<file path="src/rtl/act_relu6_seq.sv">
// Streams len FP16 elements from a source buffer, applies ReLU6 and writes them to a
// destination buffer. Define ACT_RELU6_SATCNT_EN to add the sat_cnt clamp counter output.
module act_relu6_seq #(
    parameter int unsigned ADDR_W = 8
) (
    input  logic              clk,
    input  logic              rst_n,
    input  logic              start,
    input  logic [ADDR_W-1:0] src_base,
    input  logic [ADDR_W-1:0] dst_base,
    input  logic [ADDR_W:0]   len,
    output logic              rd_en,
    output logic [ADDR_W-1:0] rd_addr,
    input  logic [15:0]       rd_data,
    output logic              wr_en,
    output logic [ADDR_W-1:0] wr_addr,
    output logic [15:0]       wr_data,
    output logic              busy,
`ifdef ACT_RELU6_SATCNT_EN
    output logic [ADDR_W:0]   sat_cnt,
`endif
    output logic              done
);

    typedef enum logic [1:0] {StIdle, StRun, StDrain, StDone} state_e;

    state_e            state_q;
    logic [ADDR_W-1:0] src_q;
    logic [ADDR_W-1:0] dst_q;
    logic [ADDR_W:0]   len_q;
    logic [ADDR_W:0]   rd_cnt_q;
    logic [ADDR_W-1:0] wr_cnt_q;
    logic              pend_q;   // rd_data is valid this cycle
    logic [15:0]       act;
    logic              clamp;

    always_comb begin
        act   = rd_data;
        clamp = 1'b0;
        if (rd_data[15]) begin
            act = 16'h0000;
        end else if (rd_data[14:10] == 5'h1F && rd_data[9:0] != 10'h000) begin
            act = 16'h0000;
        end else if (rd_data[14:0] > 15'h4600) begin
            act   = 16'h4600;
            clamp = 1'b1;
        end
    end

    always_ff @(posedge clk or negedge rst_n) begin
        if (!rst_n) begin
            state_q  <= StIdle;
            src_q    <= '0;
            dst_q    <= '0;
            len_q    <= '0;
            rd_cnt_q <= '0;
            wr_cnt_q <= '0;
            pend_q   <= 1'b0;
            rd_en    <= 1'b0;
            rd_addr  <= '0;
            wr_en    <= 1'b0;
            wr_addr  <= '0;
            wr_data  <= '0;
            busy     <= 1'b0;
            done     <= 1'b0;
        end else begin
            pend_q <= rd_en;
            wr_en  <= pend_q;
            if (pend_q) begin
                wr_data  <= act;
                wr_addr  <= dst_q + wr_cnt_q;
                wr_cnt_q <= wr_cnt_q + ADDR_W'(1);
            end
            unique case (state_q)
                StIdle: begin
                    done <= 1'b0;
                    if (start) begin
                        src_q    <= src_base;
                        dst_q    <= dst_base;
                        len_q    <= len;
                        wr_cnt_q <= '0;
                        if (len == '0) begin
                            rd_cnt_q <= '0;
                            done     <= 1'b1;
                            state_q  <= StDone;
                        end else begin
                            rd_en    <= 1'b1;
                            rd_addr  <= src_base;
                            rd_cnt_q <= (ADDR_W+1)'(1);
                            busy     <= 1'b1;
                            state_q  <= StRun;
                        end
                    end
                end
                StRun: begin
                    if (rd_cnt_q == len_q) begin
                        rd_en   <= 1'b0;
                        state_q <= StDrain;
                    end else begin
                        rd_addr  <= src_q + rd_cnt_q[ADDR_W-1:0];
                        rd_cnt_q <= rd_cnt_q + (ADDR_W+1)'(1);
                    end
                end
                StDrain: begin
                    // Last write is on the bus when nothing else is queued behind it.
                    if (wr_en && !pend_q) begin
                        busy    <= 1'b0;
                        done    <= 1'b1;
                        state_q <= StDone;
                    end
                end
                StDone: begin
                    done    <= 1'b0;
                    state_q <= StIdle;
                end
                default: state_q <= StIdle;
            endcase
        end
    end

`ifdef ACT_RELU6_SATCNT_EN
    always_ff @(posedge clk or negedge rst_n) begin
        if (!rst_n) begin
            sat_cnt <= '0;
        end else if (state_q == StIdle && start) begin
            sat_cnt <= '0;
        end else if (pend_q && clamp) begin
            sat_cnt <= sat_cnt + (ADDR_W+1)'(1);
        end
    end
`endif

endmodule

</file>
<file path="config.mk">
export PLATFORM = sky130hd
export DESIGN_NAME = act_relu6_seq
export DESIGN_NICKNAME = d
export VERILOG_FILES = /design/src/rtl/act_relu6_seq.sv
export SDC_FILE = /design/constraint.sdc
export NUM_CORES = 1
export LEC_CHECK = 0
export CORE_MARGIN = 2
export CORE_UTILIZATION = 34
export CTS_BUF_LIST = sky130_fd_sc_hd__clkbuf_8
export DETAILED_ROUTE_END_ITERATION = 12
export GPL_ROUTABILITY_DRIVEN = 0
export HOLD_SLACK_MARGIN = 0.02
export PLACE_DENSITY_LB_ADDON = 0.25
export SLEW_MARGIN = 20
export SYNTH_ARGS = -nofsm -noshare
export SYNTH_HDL_FRONTEND = slang
export SYNTH_SLANG_ARGS = --single-unit
</file>
<file path="constraint.sdc">
create_clock -name clk -period 1.9 [get_ports clk]
set_input_delay 0.38 -clock clk [delete_from_list [all_inputs] [get_ports clk]]
set_output_delay 0.38 -clock clk [all_outputs]
set_load 0.05 [all_outputs]
</file>
==> results of run 1 <==
## how the worst min path moves through the flow
| stage | slack [ns] | cells after the start | end |
|---|---|---|---|
| 2_1_floorplan | 0.08 | 0 | busy$_DFFE_PN0P_ |
| 3_3_place_gp | 0.28 | 1 | dst_q[0]$_DFFE_PN0P_ |
| 3_5_place_dp | 0.28 | 1 | dst_q[2]$_DFFE_PN0P_ |
| 4_1_cts | 0.45 | 2 | dst_q[2]$_DFFE_PN0P_ |
| 5_1_grt | 0.47 | 2 | dst_q[2]$_DFFE_PN0P_ |
| 6_report | 0.46 | 2 | dst_q[2]$_DFFE_PN0P_ |
## through the flow
| step | hold slack (ns) | instances | TNS (ns) | cell area [µm²] |
|---|---|---|---|---|
| 6_report | 0.462 | 723 | -0.273 | 5790 |
| 5_1_grt | 0.471 | 723 | -1.39 | 5790 |
| 4_1_cts | 0.454 | 715 | -0.169 | 5610 |
| 3_5_place_dp | 0.280 | 694 | -5.00 | 5310 |
| 3_3_place_gp | 0.278 | 694 | -3.28 | 5310 |
| 2_1_floorplan | 0.0844 | 449 | 0 | 4180 |
## placed cells by master (no fill, tap or decap), types with 9 or more instances in the layout
cell type | netlist | layout
nand2_1 | 102 | 102
dfrtp_1 | 80 | 80
buf_4 | 1 | 72
clkdlybuf4s50_1 | 0 | 42
nor2_1 | 43 | 38
a21oi_1 | 19 | 17
inv_1 | 14 | 13
a22o_1 | 13 | 13
ha_1 | 20 | 13
o21ai_0 | 21 | 12
xor2_1 | 13 | 12
nand3_1 | 12 | 12
xnor2_1 | 11 | 10
dlygate4sd2_1 | 0 | 10
clkbuf_8 | 0 | 9
## registers in the layout, summed over array words and instances (netlist names)
name	count
wr_data	15
len_q	9
rd_cnt_q	9
dst_q	8
rd_addr	8
src_q	8
wr_addr	8
wr_cnt_q	8
state_q	2
busy	1
done	1
pend_q	1
rd_en	1
wr_en	1
## cell type report
cell class | count | area (µm²)
clock buffer | 9 | 124
clock inverter | 7 | 71.3
fill | 1165 | 6220
tap | 147 | 184
timing repair buffer | 130 | 1140
multi-input combinational | 335 | 2210
sequential | 80 | 2000
inverter | 15 | 56.3
## repair_timing
item                                    in CTS  in global routing
pin swaps                                   11                 15
endpoints found under the setup margin      24                 23
buffers inserted                             3                  9
endpoints found under the hold margin       18                  0
gates cloned                                 1                  0
hold buffers                                 1                  0
resized for setup                           23                 36
## cells by family (layout without fill, tap and decap cells)
group           count (synthesis)  count (layout)
other cells                     1               1
mux                            13              13
flops                          80              80
simple gates                  193             193
xor+xnor                       24              24
fa+ha+maj                      22              22
compound gates                 81              82
buf+inv                        35             161
## routing by layer
| metal | part of all wire (%) | GRT usage (%) | vias up | routed length (µm) |
|---|---|---|---|---|
| met5 | 0 | 0 | - | 0 |
| met4 | 1.9 | 7.47 | 0 | 191 |
| met3 | 3.9 | 3.64 | 13 | 395 |
| met2 | 46 | 25.4 | 64 | 4700 |
| met1 | 48 | 21.3 | 1717 | 4920 |
| li1 | - | - | 1771 | - |
## worst max-delay path: cells and delay by family, from the launching register on
kind	cells	cell delay (ns)
xor+xnor	1	0.10
mux	1	0.25
fa+ha+maj	1	0.30
flops	1	0.39
compound gates	4	0.67
buf+inv	1	0.17
## power breakdown
part | internal, mW | leakage (nW) | total [mW] | switching (mW)
registers | 1.72 | 1.01 | 1.72 | 0.00855
logic | 0.121 | 1.67 | 0.260 | 0.140
clock network | 0.606 | 0.0970 | 1.26 | 0.655
==> impl_metrics.tcl, run 1 <==
set metrics [dict create \
    synth_ff_type "dfrtp_1" \
    synthesis.nets 515 \
    r2r_start "rd_cnt_q[1]$_DFFE_PN0P_" \
    synth_area_leaders "dfrtp_1, nand2_1, ha_1" \
    layout-drive-gt1-share_pct 24.0 \
    dp_hpwl_um 7290 \
    grt_pass1_wl_um 16900 \
    rrSetupSlack_ns -0.09 \
    synth_xor_area_share_pct 5.03 \
    clock-sinks 80 \
    antenna_found_initial 0 \
    die_y_um 115 \
    leakagePower_nw 2.78 \
    wl_um 10200 \
    netlist_instances 449 \
    period_minus_slack_ns 1.99 \
    diodes 0 \
    dpl_worst_slack_ns -0.262 \
    ys_warn_count 0 \
    startpoint "rd_cnt_q[1]$_DFFE_PN0P_" \
    synth_area_mm2 0.00418 \
    die_w_um 115 \
    crit_top_cell "a21oi_2" \
    synth_commonest_cells "nand2_1, dfrtp_1, nor2_1, o21ai_0, ha_1" \
    ir_drop_uv 406 \
    rows 40 \
    max_freq_mhz 501 \
    r2r_cells 8 \
    gr-total-overflow 0 \
    yosys.area_share.adder_pct 6.95 \
    die-area_mm2 0.0132 \
    clock_skew_ns 0.0114 \
    worstSetupStartpointType "flip-flop" \
    outcome "finished, violations left" \
    nNetsFinal 637 \
    yosysMostFrequentCell "nand2_1" \
    crit_chain "ha_1, a21oi_2, o211ai_1, o41ai_2, buf_4, xnor2_2, a21oi_2, mux2_4" \
    yosys.area.top_type "dfrtp_1" \
    cp_max_fo 2 \
    vias_per_cell 4.93 \
    wl_per_cell_um 14.1 \
    period_share_pct 105 \
    drv_cap 0 \
    synth.distinct_cells 54 \
    path_class "reg -> reg" \
    postLayoutCoreUtil_pct 48.2 \
    core_area_mm2 0.0120 \
    first_global_vias 3594 \
    dr.pass1.iters 4 \
    synthSimpleGateAreaFrac_pct 20.0 \
    root_buffer "clkbuf_8" \
    hold_violations 0 \
    tightestPinTransition_ns 0.510 \
    ys_seq_area_share_pct 47.9 \
    cts.clk_slew.worst_paths_ns 0.09 \
    vias 3565 \
    p_per_area_mw_per_mm2 561 \
    drv_slew 0 \
    grt_max_degree 39 \
    io_buffer_count 78 \
    synth_compound_area_share_pct 12.9 \
    async_flop_share_pct 100 \
    timing.rr.end "rd_addr[7]$_DFFE_PN0P_" \
    ys_seq_elements 80 \
    groute.usage.overall_pct 16.1 \
    drc 0 \
    cp.arrival_ns 2.25 \
    cts_buffers 9 \
    clockBufferDepth 2 \
    first_iter_violations 155 \
    slowest_stage "dfrtp_1" \
    synth_top_family_by_area "simple AND/OR/NAND/NOR gates" \
    endpoint "rd_addr[7]$_DFFE_PN0P_" \
    cts_max_level 3 \
    clk_latency_ns 0.37 \
    slew_headroom_pct 66.1 \
    ios 80 \
    critical_path.endpoint_type "flip-flop" \
    violations "negative setup slack" \
    cp_slowest_stage_delay_ns 0.39 \
    area_growth_pct 38.7 \
    cts_tree "built" \
    setup_viol 12 \
    start_util_pct 34.8 \
    synth_edf_count 0 \
    syn_avg_cell_area_um2 9.30 \
    ant_nets 0 \
    synth_top_area_share_pct 47.9 \
    muxShareOfSynthArea_pct 3.36 \
    critPathRequiredTime_ns 2.15 \
    power_mw 3.25 \
    rsz0062_at_grt "true" \
    setup_ws_ns -0.0945 \
    hold_path_class "in -> async" \
]
(Power assumes the default switching activity.)
==> inputs of run 2 (changes only) <==
--- a/config.mk
+++ b/config.mk
@@ -5,7 +5,6 @@
 export SDC_FILE = /design/constraint.sdc
 export NUM_CORES = 1
 export LEC_CHECK = 0
-export CORE_MARGIN = 2
 export CORE_UTILIZATION = 34
 export CTS_BUF_LIST = sky130_fd_sc_hd__clkbuf_8
 export DETAILED_ROUTE_END_ITERATION = 12
==> impl_metrics.tcl, run 2 (synthesis gave the netlist of run 1 again) <==
set metrics [dict create \
    clock_skew_ns 0.00783 \
    diodes 0 \
    rows 40 \
    cts_buffers 9 \
    dpl_worst_slack_ns -0.230 \
    layout-drive-gt1-share_pct 22.9 \
    drv_cap 0 \
    rsz0062_at_grt "true" \
    start_util_pct 34.8 \
    dp_hpwl_um 7350 \
    cp_max_fo 2 \
    antenna_found_initial 0 \
    top_usage_layer "met2" \
    vias_per_cell 4.89 \
    io_buffer_count 78 \
    grt_max_degree 45 \
    gr-usage-met2_pct 26.6 \
    gr-total-overflow 0 \
    wl_um 10200 \
    p_per_area_mw_per_mm2 561 \
    die_w_um 113 \
    largest_reg_flops 15 \
    vias 3554 \
    ant_nets 0 \
    max_freq_mhz 498 \
    finalNonFillerCells 727 \
    nNetsFinal 641 \
    setup_ws_ns -0.106 \
    first_iter_violations 218 \
    root_buffer "clkbuf_8" \
    path_class "reg -> reg" \
    grt_use_met3_pct 2.95 \
    hold_path_class "reg -> reg" \
    critical_path.endpoint_type "flip-flop" \
    drc 0 \
    violations "negative setup slack" \
    core_area_mm2 0.0120 \
    worstSetupStartpointType "flip-flop" \
    grt_util_met1_pct 21.9 \
    final_common_cell "nand2_1" \
    leakagePower_nw 2.80 \
    area_growth_pct 37.9 \
    cp_slowest_stage_delay_ns 0.40 \
    dr.pass1.iters 4 \
    regMostFlops "wr_data" \
    holdWs_ns 0.441 \
    cts_tree "built" \
    clockBufferDepth 2 \
    die_y_um 113 \
    wl_per_cell_um 14.0 \
    final_cell_mix "nand2_1, dfrtp_1, buf_4" \
    groute.usage.overall_pct 16.6 \
    critPathRequiredTime_ns 2.16 \
    setup_viol 5 \
    cp.arrival_ns 2.27 \
    period_share_pct 106 \
    hold_violations 0 \
    ios 80 \
    die-area_mm2 0.0127 \
    period_minus_slack_ns 2.01 \
    crit_chain "ha_2, buf_6, a21oi_4, o211ai_1, o41ai_2, buf_4, xnor2_2, a21oi_2, mux2_4" \
    slowest_stage "dfrtp_1" \
    clock-sinks 80 \
    top_regs "wr_data x15, len_q x9, rd_cnt_q x9" \
    cts_max_level 3 \
    outcome "finished, violations left" \
    postLayoutCoreUtil_pct 47.9 \
    ir_drop_uv 298 \
    grt_pass1_wl_um 16700 \
    dp_cells 704 \
    drv_slew 0 \
    cts.clk_slew.worst_paths_ns 0.09 \
    clk_latency_ns 0.37 \
    first_global_vias 3530 \
]
run 2: cell types whose count changed in the layout (fill, tap and decap cells not counted), sizes merged:
cell	change
buf	+4
bufinv	-1
clkbuf	+1
run 2: worst max-delay path: cells and delay by family, from the launching register on:
| family | cells | cell delay (ns) |
|---|---|---|
| compound gates | 4 | 0.66 |
| xor+xnor | 1 | 0.10 |
| mux | 1 | 0.25 |
| flops | 1 | 0.40 |
| buf+inv | 2 | 0.29 |
| fa+ha+maj | 1 | 0.20 |
run 2: per-layer routing:
layer	vias to the layer above	wire (µm)
met5	-	0
met3	12	315
met1	1702	4820
met2	59	4810
li1	1781	-
met4	0	209
run 2: final timing paths:
kind | slack (ns) | end | cells after the start | startpoint
worst min register to register | 0.44 | pend_q$_DFF_PN0_ | 0 | rd_en$_DFFE_PN0P_
min in group asynchronous | 0.45 | wr_data[0]$_DFFE_PN0P_ | 2 | rst_n
max in group asynchronous | 0.90 | len_q[4]$_DFFE_PN0P_ | 3 | rst_n
worst min-delay path | 0.44 | pend_q$_DFF_PN0_ | 0 | rd_en$_DFFE_PN0P_
worst max register to register | -0.11 | rd_addr[7]$_DFFE_PN0P_ | 9 | src_q[0]$_DFFE_PN0P_
worst max-delay path | -0.11 | rd_addr[7]$_DFFE_PN0P_ | 9 | src_q[0]$_DFFE_PN0P_
run 2: metrics by stage:
| stage | area (µm²) | setup TNS [ns] | total power, mW |
|---|---|---|---|
| 2_1_floorplan | 4180 | 0 | 1.84 |
| 3_3_place_gp | 5390 | -3.03 | 2.04 |
| 3_5_place_dp | 5390 | -4.28 | 2.04 |
| 4_1_cts | 5630 | -0.169 | 3.28 |
| 5_1_grt | 5760 | -1.70 | 3.36 |
| 6_report | 5760 | -0.120 | 3.23 |
run 2: what timing repair did:
action                                 CTS  global route
gates cloned                             0             1
setup endpoints to repair               21            23
gates resized for setup                 20            23
setup buffers                            2             3
endpoints found under the hold margin   22             0
pin swaps                                6            18
hold buffers                             1             0
run 2: layout make-up:
type / count / area (µm²)
flip-flops and latches: 80 / 2000
well taps: 147 / 184
repair buffers: 134 / 1170
inverters: 15 / 56.3
multi-input cells: 335 / 2150
fillers: 1174 / 6250
clock inverters: 6 / 52.6
clock buffers: 10 / 138
run 2: report_power, final:
| group | leakage (nW) | total (mW) | internal, mW | switching, mW |
|---|---|---|---|---|
| combinational | 1.69 | 0.272 | 0.131 | 0.141 |
| sequential | 1.01 | 1.72 | 1.72 | 0.00862 |
| clock | 0.0910 | 1.23 | 0.528 | 0.704 |
